$ cat config.mk
export PLATFORM = sky130hd
export DESIGN_NAME = mux4_rr_arbiter
export DESIGN_NICKNAME = d
export VERILOG_FILES = /design/src/rtl/mux4_rr_arbiter.sv
export SDC_FILE = /design/constraint.sdc
export NUM_CORES = 1
export LEC_CHECK = 0
export ABC_CLOCK_PERIOD_IN_PS = 2000
export CORE_AREA = 10 10 84 86
export DETAILED_ROUTE_END_ITERATION = 12
export DIE_AREA = 0 0 94 96
export PLACE_DENSITY = 0.77
export SLEW_MARGIN = 20
export SYNTH_ARGS = -nofsm -noshare
export SYNTH_HDL_FRONTEND = slang
export SYNTH_SLANG_ARGS = --single-unit
$ cat constraint.sdc
create_clock -name clk -period 2 [get_ports clk]
set_clock_uncertainty 0.05 [all_clocks]
set_input_delay 0.2 -clock clk [delete_from_list [all_inputs] [get_ports clk]]
set_output_delay 0.2 -clock clk [all_outputs]
set_load 0.05 [all_outputs]
$ cat src/rtl/mux4_rr_arbiter.sv
// Round-robin arbiter/sequencer for a shared 4:1 word mux: grants a requester,
// captures the mux output into a registered stage and hands it off via valid/ready.
module mux4_rr_arbiter #(
  parameter int unsigned DATA_W = 27,
  parameter int unsigned CNT_W  = 16
) (
  input  logic              clk,
  input  logic              rst_n,
  input  logic [3:0]        req,
  input  logic [DATA_W-1:0] mux_in,
  output logic [1:0]        sel,
  output logic [3:0]        ack,
  output logic [DATA_W-1:0] out_data,
  output logic              out_valid,
  input  logic              out_ready,
  output logic              busy,
  output logic [CNT_W-1:0]  xfer_count
);

  typedef enum logic [1:0] {
    IDLE = 2'd0,
    LOAD = 2'd1,
    HOLD = 2'd2
  } state_t;

  state_t              state_q, state_d;
  logic [1:0]          sel_q, sel_d;
  logic [1:0]          ptr_q, ptr_d;
  logic [3:0]          ack_q, ack_d;
  logic [DATA_W-1:0]   out_data_q, out_data_d;
  logic                out_valid_q, out_valid_d;
  logic                busy_q, busy_d;
  logic [CNT_W-1:0]    xfer_count_q, xfer_count_d;

  logic [1:0]          winner;
  logic                winner_vld;
  logic [1:0]          scan_ch;
  logic                handshake;

  // First requesting channel at or after ptr, wrapping modulo 4.
  always_comb begin
    winner     = '0;
    winner_vld = 1'b0;
    scan_ch    = '0;
    for (int unsigned i = 0; i < 4; i++) begin
      scan_ch = ptr_q + 2'(i);
      if (!winner_vld && req[scan_ch]) begin
        winner     = scan_ch;
        winner_vld = 1'b1;
      end
    end
  end

  assign handshake = out_valid_q && out_ready;

  always_comb begin
    state_d      = state_q;
    sel_d        = sel_q;
    ptr_d        = ptr_q;
    ack_d        = '0;
    out_data_d   = out_data_q;
    out_valid_d  = out_valid_q;
    xfer_count_d = xfer_count_q;

    unique case (state_q)
      IDLE: begin
        if (winner_vld) begin
          sel_d   = winner;
          state_d = LOAD;
        end
      end
      LOAD: begin
        out_data_d  = mux_in;
        out_valid_d = 1'b1;
        ack_d       = 4'b0001 << sel_q;
        ptr_d       = sel_q + 2'd1;
        state_d     = HOLD;
      end
      HOLD: begin
        if (handshake) begin
          xfer_count_d = xfer_count_q + CNT_W'(1);
          out_valid_d  = 1'b0;
          // ptr_q was already advanced in LOAD, so the just-served channel is last.
          if (winner_vld) begin
            sel_d   = winner;
            state_d = LOAD;
          end else begin
            state_d = IDLE;
          end
        end
      end
      default: state_d = IDLE;
    endcase

    busy_d = (state_d != IDLE);
  end

  always_ff @(posedge clk or negedge rst_n) begin
    if (!rst_n) begin
      state_q      <= IDLE;
      sel_q        <= '0;
      ptr_q        <= '0;
      ack_q        <= '0;
      out_data_q   <= '0;
      out_valid_q  <= 1'b0;
      busy_q       <= 1'b0;
      xfer_count_q <= '0;
    end else begin
      state_q      <= state_d;
      sel_q        <= sel_d;
      ptr_q        <= ptr_d;
      ack_q        <= ack_d;
      out_data_q   <= out_data_d;
      out_valid_q  <= out_valid_d;
      busy_q       <= busy_d;
      xfer_count_q <= xfer_count_d;
    end
  end

  assign sel        = sel_q;
  assign ack        = ack_q;
  assign out_data   = out_data_q;
  assign out_valid  = out_valid_q;
  assign busy       = busy_q;
  assign xfer_count = xfer_count_q;

endmodule
# Yosys cells after proc, flatten, opt, wreduce, memory -nomap -nowiden

Index checks and enable logic that the tools add are counted.

Reduce and logical (&&, ||, !) cells: 14
Equal/unequal tests: 3
Shift-type cells: 1
$lt $le $gt $ge: 4
Add/sub/neg operators: 5
Muxes and demuxes: 26

Operators by type and width:

| cell                                                                         | number |
|---|---|
| 16-bit by 1-bit adder with 16-bit output, second input constant              | 1 |
| 2-bit 2-to-1 mux                                                             | 8 |
| 2-bit by 3-bit less-than comparator with 1-bit output, second input constant | 4 |
| 1-bit 2-to-1 mux                                                             | 10 |
| 1-bit binary-select mux with 2-bit select                                    | 4 |
| 2-bit one-hot mux with 3 select lines                                        | 1 |
| 2-bit AND reduction                                                          | 3 |
| 2-bit nonzero test                                                           | 3 |
| 2-bit by 1-bit adder with 2-bit output, second input constant                | 2 |
| 2-bit adder, second input constant                                           | 2 |
| 1-bit logical AND                                                            | 4 |
| 4-bit 2-to-1 mux                                                             | 1 |
| 2-bit one-hot mux with 2 select lines                                        | 1 |
| 1-bit by 2-bit left shift with 4-bit output, first input constant            | 1 |
| 1-bit logical NOT                                                            | 3 |
| 2-bit by 1-bit equality test with 1-bit output, second input constant        | 1 |
| 2-bit equality test, second input constant                                   | 1 |
| 2-bit logical NOT                                                            | 1 |
| 2-bit inequality test, second input constant                                 | 1 |
| 1-bit one-hot mux with 2 select lines                                        | 1 |

Input port bits: 34
Register bits: 55
Logic and storage cells: 61
Output and inout port bits: 51

# Depth between registers and ports, before layout

Gate-level depths: netlist of the first run.

Depth in word-level cells: 16
Gate-level depth with buffers: 5
Gate-level depth less buffers: 4

# Worst setup path after synthesis of the first run

Ideal clock, no wire load.

Kind: register -> register
From: reg out_valid_q, in the netlist out_valid
To: reg xfer_count_q[11], in the netlist xfer_count[11]
Data arrival time: 1,615 ps
Period minus slack after synthesis: 1,806 ps
Stages on the path, launching flop included: 5
Setup slack: 194 ps
Cells stage by stage: dfrtp_1 -> nand4b_4 -> nor4_4 -> nand4_1 -> xnor2_1

Word-level cells in the longest chain between the ends: 2

Ends and longest elaborated chain:

| item                          | line | source |
|---|---|---|
| start: declaration            | 31   | `logic out_valid_q, out_valid_d;` |
| start signal: assignment      | 114  | `out_valid_q <= out_valid_d;` |
| 1-bit logical AND             | 54   | `assign handshake = out_valid_q && out_ready;` |
| 2-bit AND reduction (no line) | n/a  |  |
| end signal: assignment        | 116  | `xfer_count_q <= xfer_count_d;` |
| end: declaration              | 33   | `logic [CNT_W-1:0] xfer_count_q, xfer_count_d;` |

No other way between the ends.
A chain may end at the register's enable or synchronous reset.

# Worst setup path after layout of the first run

From: reg sel_q[0], in the netlist sel[0]
To: out sel[0]

RTL lines:

| item                     | line | source |
|---|---|---|
| start: declaration       | 27   | `logic [1:0] sel_q, sel_d;` |
| start signal: assignment | 110  | `sel_q <= sel_d;` |
| end: declaration         | 11   | `output logic [1:0] sel,` |

No word-level cell between the ends.

==> results of run 1 <==
-- power by group through the flow --
stage / Clock (mW) / Sequential, mW / Combinational (mW)
after global placement: 0 / 1.82 / 3.08
final: 0.838 / 1.81 / 3.07
after floorplan: 0 / 3.06 / 0.763
after detailed placement: 0 / 1.83 / 3.13
after global routing: 0.914 / 1.87 / 3.31
after CTS: 0.869 / 1.81 / 3.13
-- flip-flops by register name (all words and copies together) (netlist names) --
name / flops
out_valid: 1
sel: 2
ptr_q: 2
ack: 4
out_data: 27
busy: 1
state_q: 2
xfer_count: 16
-- worst min-delay path, stage by stage --
cell and delay [ns]:
dlygate4sd3_1 0.52, buf_2 0.12, buf_12 0.26
-- routing by layer --
metal | up-vias | GRT usage, % | wire, um
met5 | - | 0 | 0
met4 | 0 | 3.04 | 47
met3 | 5 | 4.98 | 519
met2 | 62 | 20.3 | 2640
met1 | 880 | 14.3 | 2230
li1 | 916 | - | -
-- layout by cell type, fill, tap and decap left out, drive strengths merged, types with 3 or more instances in the layout --
cell type / netlist / final
nor2: 4 / 4
clkdlybuf4s50: 0 / 83
buf: 0 / 5
dfrtp: 55 / 55
and2: 6 / 6
nand2: 97 / 97
clkbuf: 7 / 6
nand3: 9 / 9
xnor2: 14 / 14
o21ai: 3 / 3
inv: 6 / 6
nand4: 3 / 3
ha: 5 / 5
-- path summary, 6_finish.rpt --
| path | start | end | slack, ns | cells after the start |
|---|---|---|---|---|
| min in group clk | mux_in[14] | out_data[14]$_DFFE_PN0P_ | 0.37 | 3 |
| max reg2reg | out_valid$_DFFE_PN0P_ | sel[0]$_DFFE_PN0P_ | 0.35 | 3 |
| max in group asynchronous | rst_n | out_data[20]$_DFFE_PN0P_ | 1.28 | 3 |
| max | sel[0]$_DFFE_PN0P_ | sel[0] | 0.14 | 1 |
| min reg2reg | out_data[23]$_DFFE_PN0P_ | out_data[23]$_DFFE_PN0P_ | 0.43 | 2 |
| min | rst_n | xfer_count[4]$_DFFE_PN0P_ | 0.37 | 3 |
-- through the flow --
| stage | cell area, um2 | util (%) | hold WS [ns] | instances | power (mW) |
|---|---|---|---|---|---|
| floorplan | 2290 | - | -0.146 | 230 | 3.82 |
| global placement | 3230 | 59.8 | 0.169 | 383 | 4.90 |
| finish | 3380 | 62.5 | 0.367 | 392 | 5.72 |
| global route | 3380 | 62.5 | 0.357 | 392 | 6.09 |
| CTS | 3380 | 62.5 | 0.354 | 392 | 5.81 |
| detailed placement | 3230 | 59.8 | 0.172 | 383 | 4.96 |
-- cells by family after synthesis --
| group | Yosys count |
|---|---|
| and+or+nand+nor | 130 |
| DFF | 55 |
| xor gates and xnor gates | 15 |
| buffers and inverters | 13 |
| AOI/OAI and AO/OA | 10 |
| adders and majority gates | 5 |
| muxes | 2 |
-- area by class of cell --
| class | count | area share [%] |
|---|---|---|
| inverter | 6 | 0.667 |
| clock buffer | 6 | 2.15 |
| tap | 72 | 2.67 |
| sequential | 55 | 40.8 |
| clock inverter | 2 | 1.78 |
| timing repair buffer | 89 | 26.3 |
| multi-input combinational | 162 | 25.7 |
-- repair_timing --
item                      in CTS  in global routing
gates resized for setup        0                  0
hold endpoints to repair      55                  0
hold buffers                   1                  0
==> out/summary.txt, run 1 <==
clk slew on worst S/H paths = 0.09 ns
P_sw = 2.68 mW
1st-pass router iterations = 4
CP cell instances = clkdlybuf4s50_1
simple-gate area share of the yosys netlist = 25.6%
routed vias = 1863
DRC viols = 0
Final Hold Vio Count = 0
Top delay family on crit path = buffers and inverters
Compound-Gate Fraction of Synth Area = 2.68%
clock buffer depth = 2
Inserted Clock Buffers = 5
boundary pin count = 85
CP Max Fanout = 6
Comb power frac = 53.7%
peak supply drop = 0.000865 V
Post-Synth XOR/XNOR Area = 5.74%
largest net degree at the start of global routing = 56
Tcrit/Tclk final = 93.1%
Synth area leader = dfrtp_1
Area Growth Syn to Fin = 47.5%
yosys warns = 0
#FFs+latches synth = 55
vias per cell = 4.75
# setup viols final = 0
die width = 94 um
pwr dens = 1690 mW/mm2
maxcap violations = 0
Crit. End Element = output port
RSZ-0062 raised after global routing = no
nets@finish = 358
Total Neg Setup Slack = 0 ns
initial antenna violation count = 0
synthesized area per cell = 9.96 um2
fraction of registers with async set/reset = 100%
core footprint = 0.00541 mm2
DPL Wire Length = 4.17 mm
most numerous cell in the Yosys netlist = nand2_1
CTS H-tree depth = 2
global router's overall resource usage = 12.2%
min-delay worst type = in -> async
sequential share of power = 31.6%
Post-Synth Adder-Cell Area = 2.73%
main combinational cell family by area after synthesis = simple AND/OR/NAND/NOR gates
row cnt = 27
Slew Limit Fails = 0
status = complete, no violations
Iteration-0 DRC Markers = 57
CP bufs+invs = 1
top post-synthesis cells by count = 97 x nand2_1, 55 x dfrtp_1, 14 x xnor2_1, 9 x nand3_1, 7 x clkbuf_1
slowest CP cell = clkdlybuf4s50_1
fin worst setup slack = 0.137 ns
Initial Utilization = 42.4%
Reg area = 0.00138 mm2
vias in the first global route = 1862
number of enable flip-flop cells after synthesis = 0
crit path time final = 1.86 ns
# diodes = 0
internal power = 3.04 mW
largest stage delay on the critical path = 0.86 ns
Die Y = 96 um
kind of critical path = reg -> out
Root Driver = clkbuf_8
max_slew headroom = 62.7%
Yosys top cell area share = 60.1%
Netlist Area Pre-Place = 0.00229 mm2
Arr. time, crit path = 1.61 ns
share of layout cells above drive strength 1 = 5.63%
latest clock arrival within the worst-skew pair = 0.30 ns
total gr overflow = 0
worst-margin pin slew = 0.556 ns
synth top area cells = dfrtp_1 60%, nand2_1 16%, xnor2_1 5.4%
leak pwr = 1.59 nW
sequential area share after synthesis = 60.1%
first-pass GRT wire length = 8.87 mm
CTS tree = done
CP Launch Type = flip-flop
gpl congestion = 0.769
filler cell count = 463
Post-DRT Antenna Nets = 0
WL per Instance = 13.9 um
DP Worst Slack = 0.0799 ns
clk sink count = 55
Die ar. = 0.00902 mm2
IO Port Bufs = 84
cell count after synthesis = 230
DRT Wirelength = 5.44 mm
mux cell area share after synthesis = 0.984%
FMAX = 537 MHz
syn_nets = 269
ys flop type = dfrtp_1
clock group share of total power = 14.6%
Worst EP required = 1.75 ns
Setup Fix Bufs, Post-CTS = 0
Switching Fraction = 46.8%
synth unique cells = 28
footprint of the multi-input gates = 867 um2
No activity file was read; power rests on OpenSTA's default activity.
==> run 2, diff against run 1 <==
- CORE_AREA: 10 10 84 86 -> 2 2 65 67
- DIE_AREA: 0 0 94 96 -> 0 0 67 69
- DONT_BUFFER_PORTS: not set -> 1
- PLACE_DENSITY: 0.77 -> 0.74
==> out/summary.txt, run 2 (same netlist as run 1, synthesis figures left out) <==
max reg flops = 27
core footprint = 0.00391 mm2
min-delay worst type = in -> reg
IO Port Bufs = 0
status = complete, no violations
maxcap violations = 0
peak supply drop = 0.00104 V
Worst EP required = 2.13 ns
initial antenna violation count = 0
share of layout cells above drive strength 1 = 12.5%
worst-margin pin slew = 0.547 ns
routed vias = 1698
pwr dens = 1700 mW/mm2
commonest non-fill, non-tap cell in the layout = nand2_1
crit path time final = 1.62 ns
Initial Utilization = 58.5%
RSZ-0062 raised after global routing = no
Arr. time, crit path = 1.75 ns
first-pass GRT wire length = 8.05 mm
die width = 67 um
Area Growth Syn to Fin = 26.4%
total gr overflow = 0
largest net degree at the start of global routing = 56
CTS tree = done
clock buffer depth = 2
Total Neg Setup Slack = 0 ns
Final Instance Area = 0.00289 mm2
worst reg2reg setup slack = 0.38 ns
DPL Wire Length = 3.09 mm
row cnt = 23
CP Max Fanout = 7
leak pwr = 1.47 nW
DRC viols = 0
Die Y = 69 um
Crit. End Element = flip-flop
Final Hold Vio Count = 0
1st-pass router iterations = 4
clk slew on worst S/H paths = 0.09 ns
FMAX = 617 MHz
vias per cell = 5.13
# diodes = 0
Placement Cell Area = 0.00249 mm2
Post-DRT Antenna Nets = 0
Root Driver = clkbuf_8
max_slew headroom = 63.6%
CTS H-tree depth = 2
kind of critical path = reg -> reg
clk sink count = 55
vias in the first global route = 1771
Iteration-0 DRC Markers = 149
gpl congestion = 0.815
Post-CTS Resized = 0
Die ar. = 0.00462 mm2
Slew Limit Fails = 0
global router's overall resource usage = 23.2%
most frequent cells in the layout = 97 x nand2_1, 55 x dfrtp_1, 28 x dlygate4sd3_1
nets@finish = 319
DRT Wirelength = 4.87 mm
boundary pin count = 85
Tcrit/Tclk final = 81.0%
WL per Instance = 14.7 um
latest clock arrival within the worst-skew pair = 0.30 ns
CP Launch Type = flip-flop
# setup viols final = 0
Inserted Clock Buffers = 5
run 2: cell count changes in the layout (fill, tap and decap cells not counted), moves of 2 or more:
cell | previous run | this run
buf_4 | 3 | 21
clkbuf_8 | 5 | 7
dlygate4sd3_1 | 1 | 28
bufinv_16 | 2 | 0
clkdlybuf4s50_1 | 83 | 0
run 2: critical path: stages, from the launching register on:
cell and delay [ns]:
dfrtp_1 0.49, nand4b_4 0.20, nor4_4 0.45, nand4_1 0.16, xnor2_1 0.14
run 2: report_power, final:
| group | switching (mW) | leakage (nW) | internal (mW) |
|---|---|---|---|
| clock network | 0.324 | 0.0515 | 0.316 |
| logic | 0.877 | 0.726 | 0.518 |
| registers | 1.40 | 0.694 | 1.50 |
run 2: stage by stage:
stage	hold WS (ns)	total power, mW	util (%)	cells	setup WS [ns]
after global placement	-0.144	4.18	63.5	294	0.418
after CTS	0.0254	4.94	73.9	331	0.372
final	0.0307	4.93	73.9	331	0.380
after floorplan	-0.146	3.82	-	230	0.194
after global routing	0.0685	5.25	73.9	331	0.266
after detailed placement	-0.144	4.23	63.5	294	0.389
run 2: repair_timing:
action,CTS,global route
setup buffers,0,0
endpoints found under the hold margin,82,0
setup endpoints to repair,0,0
hold buffers,29,0
run 2: layer usage:
layer,vias to the layer above,wire length (um),global-route usage (%)
li1,827,-,-
met1,803,2030,29.1
met2,61,2430,37.5
met3,7,320,5.38
met4,0,81,10.7
met5,-,0,0
run 2: path summary, 6_finish.rpt:
check / start / end / cells after the start
worst min register to register: ptr_q[0]$_DFFE_PN0P_ / ptr_q[0]$_DFFE_PN0P_ / 2
worst min-delay path: req[3] / sel[1]$_DFFE_PN0P_ / 2
worst max-delay path: state_q[1]$_DFF_PN0_ / xfer_count[14]$_DFFE_PN0P_ / 4
min in group asynchronous: rst_n / xfer_count[12]$_DFFE_PN0P_ / 2
worst max register to register: state_q[1]$_DFF_PN0_ / xfer_count[14]$_DFFE_PN0P_ / 4
max in group asynchronous: rst_n / out_data[0]$_DFFE_PN0P_ / 2
run 2: layout make-up:
type | count | area [um2]
clock buffers | 8 | 100
well taps | 50 | 62.6
inverters | 6 | 22.5
flip-flops and latches | 55 | 1380
fillers | 280 | 1020
multi-input cells | 162 | 867
repair buffers | 50 | 465
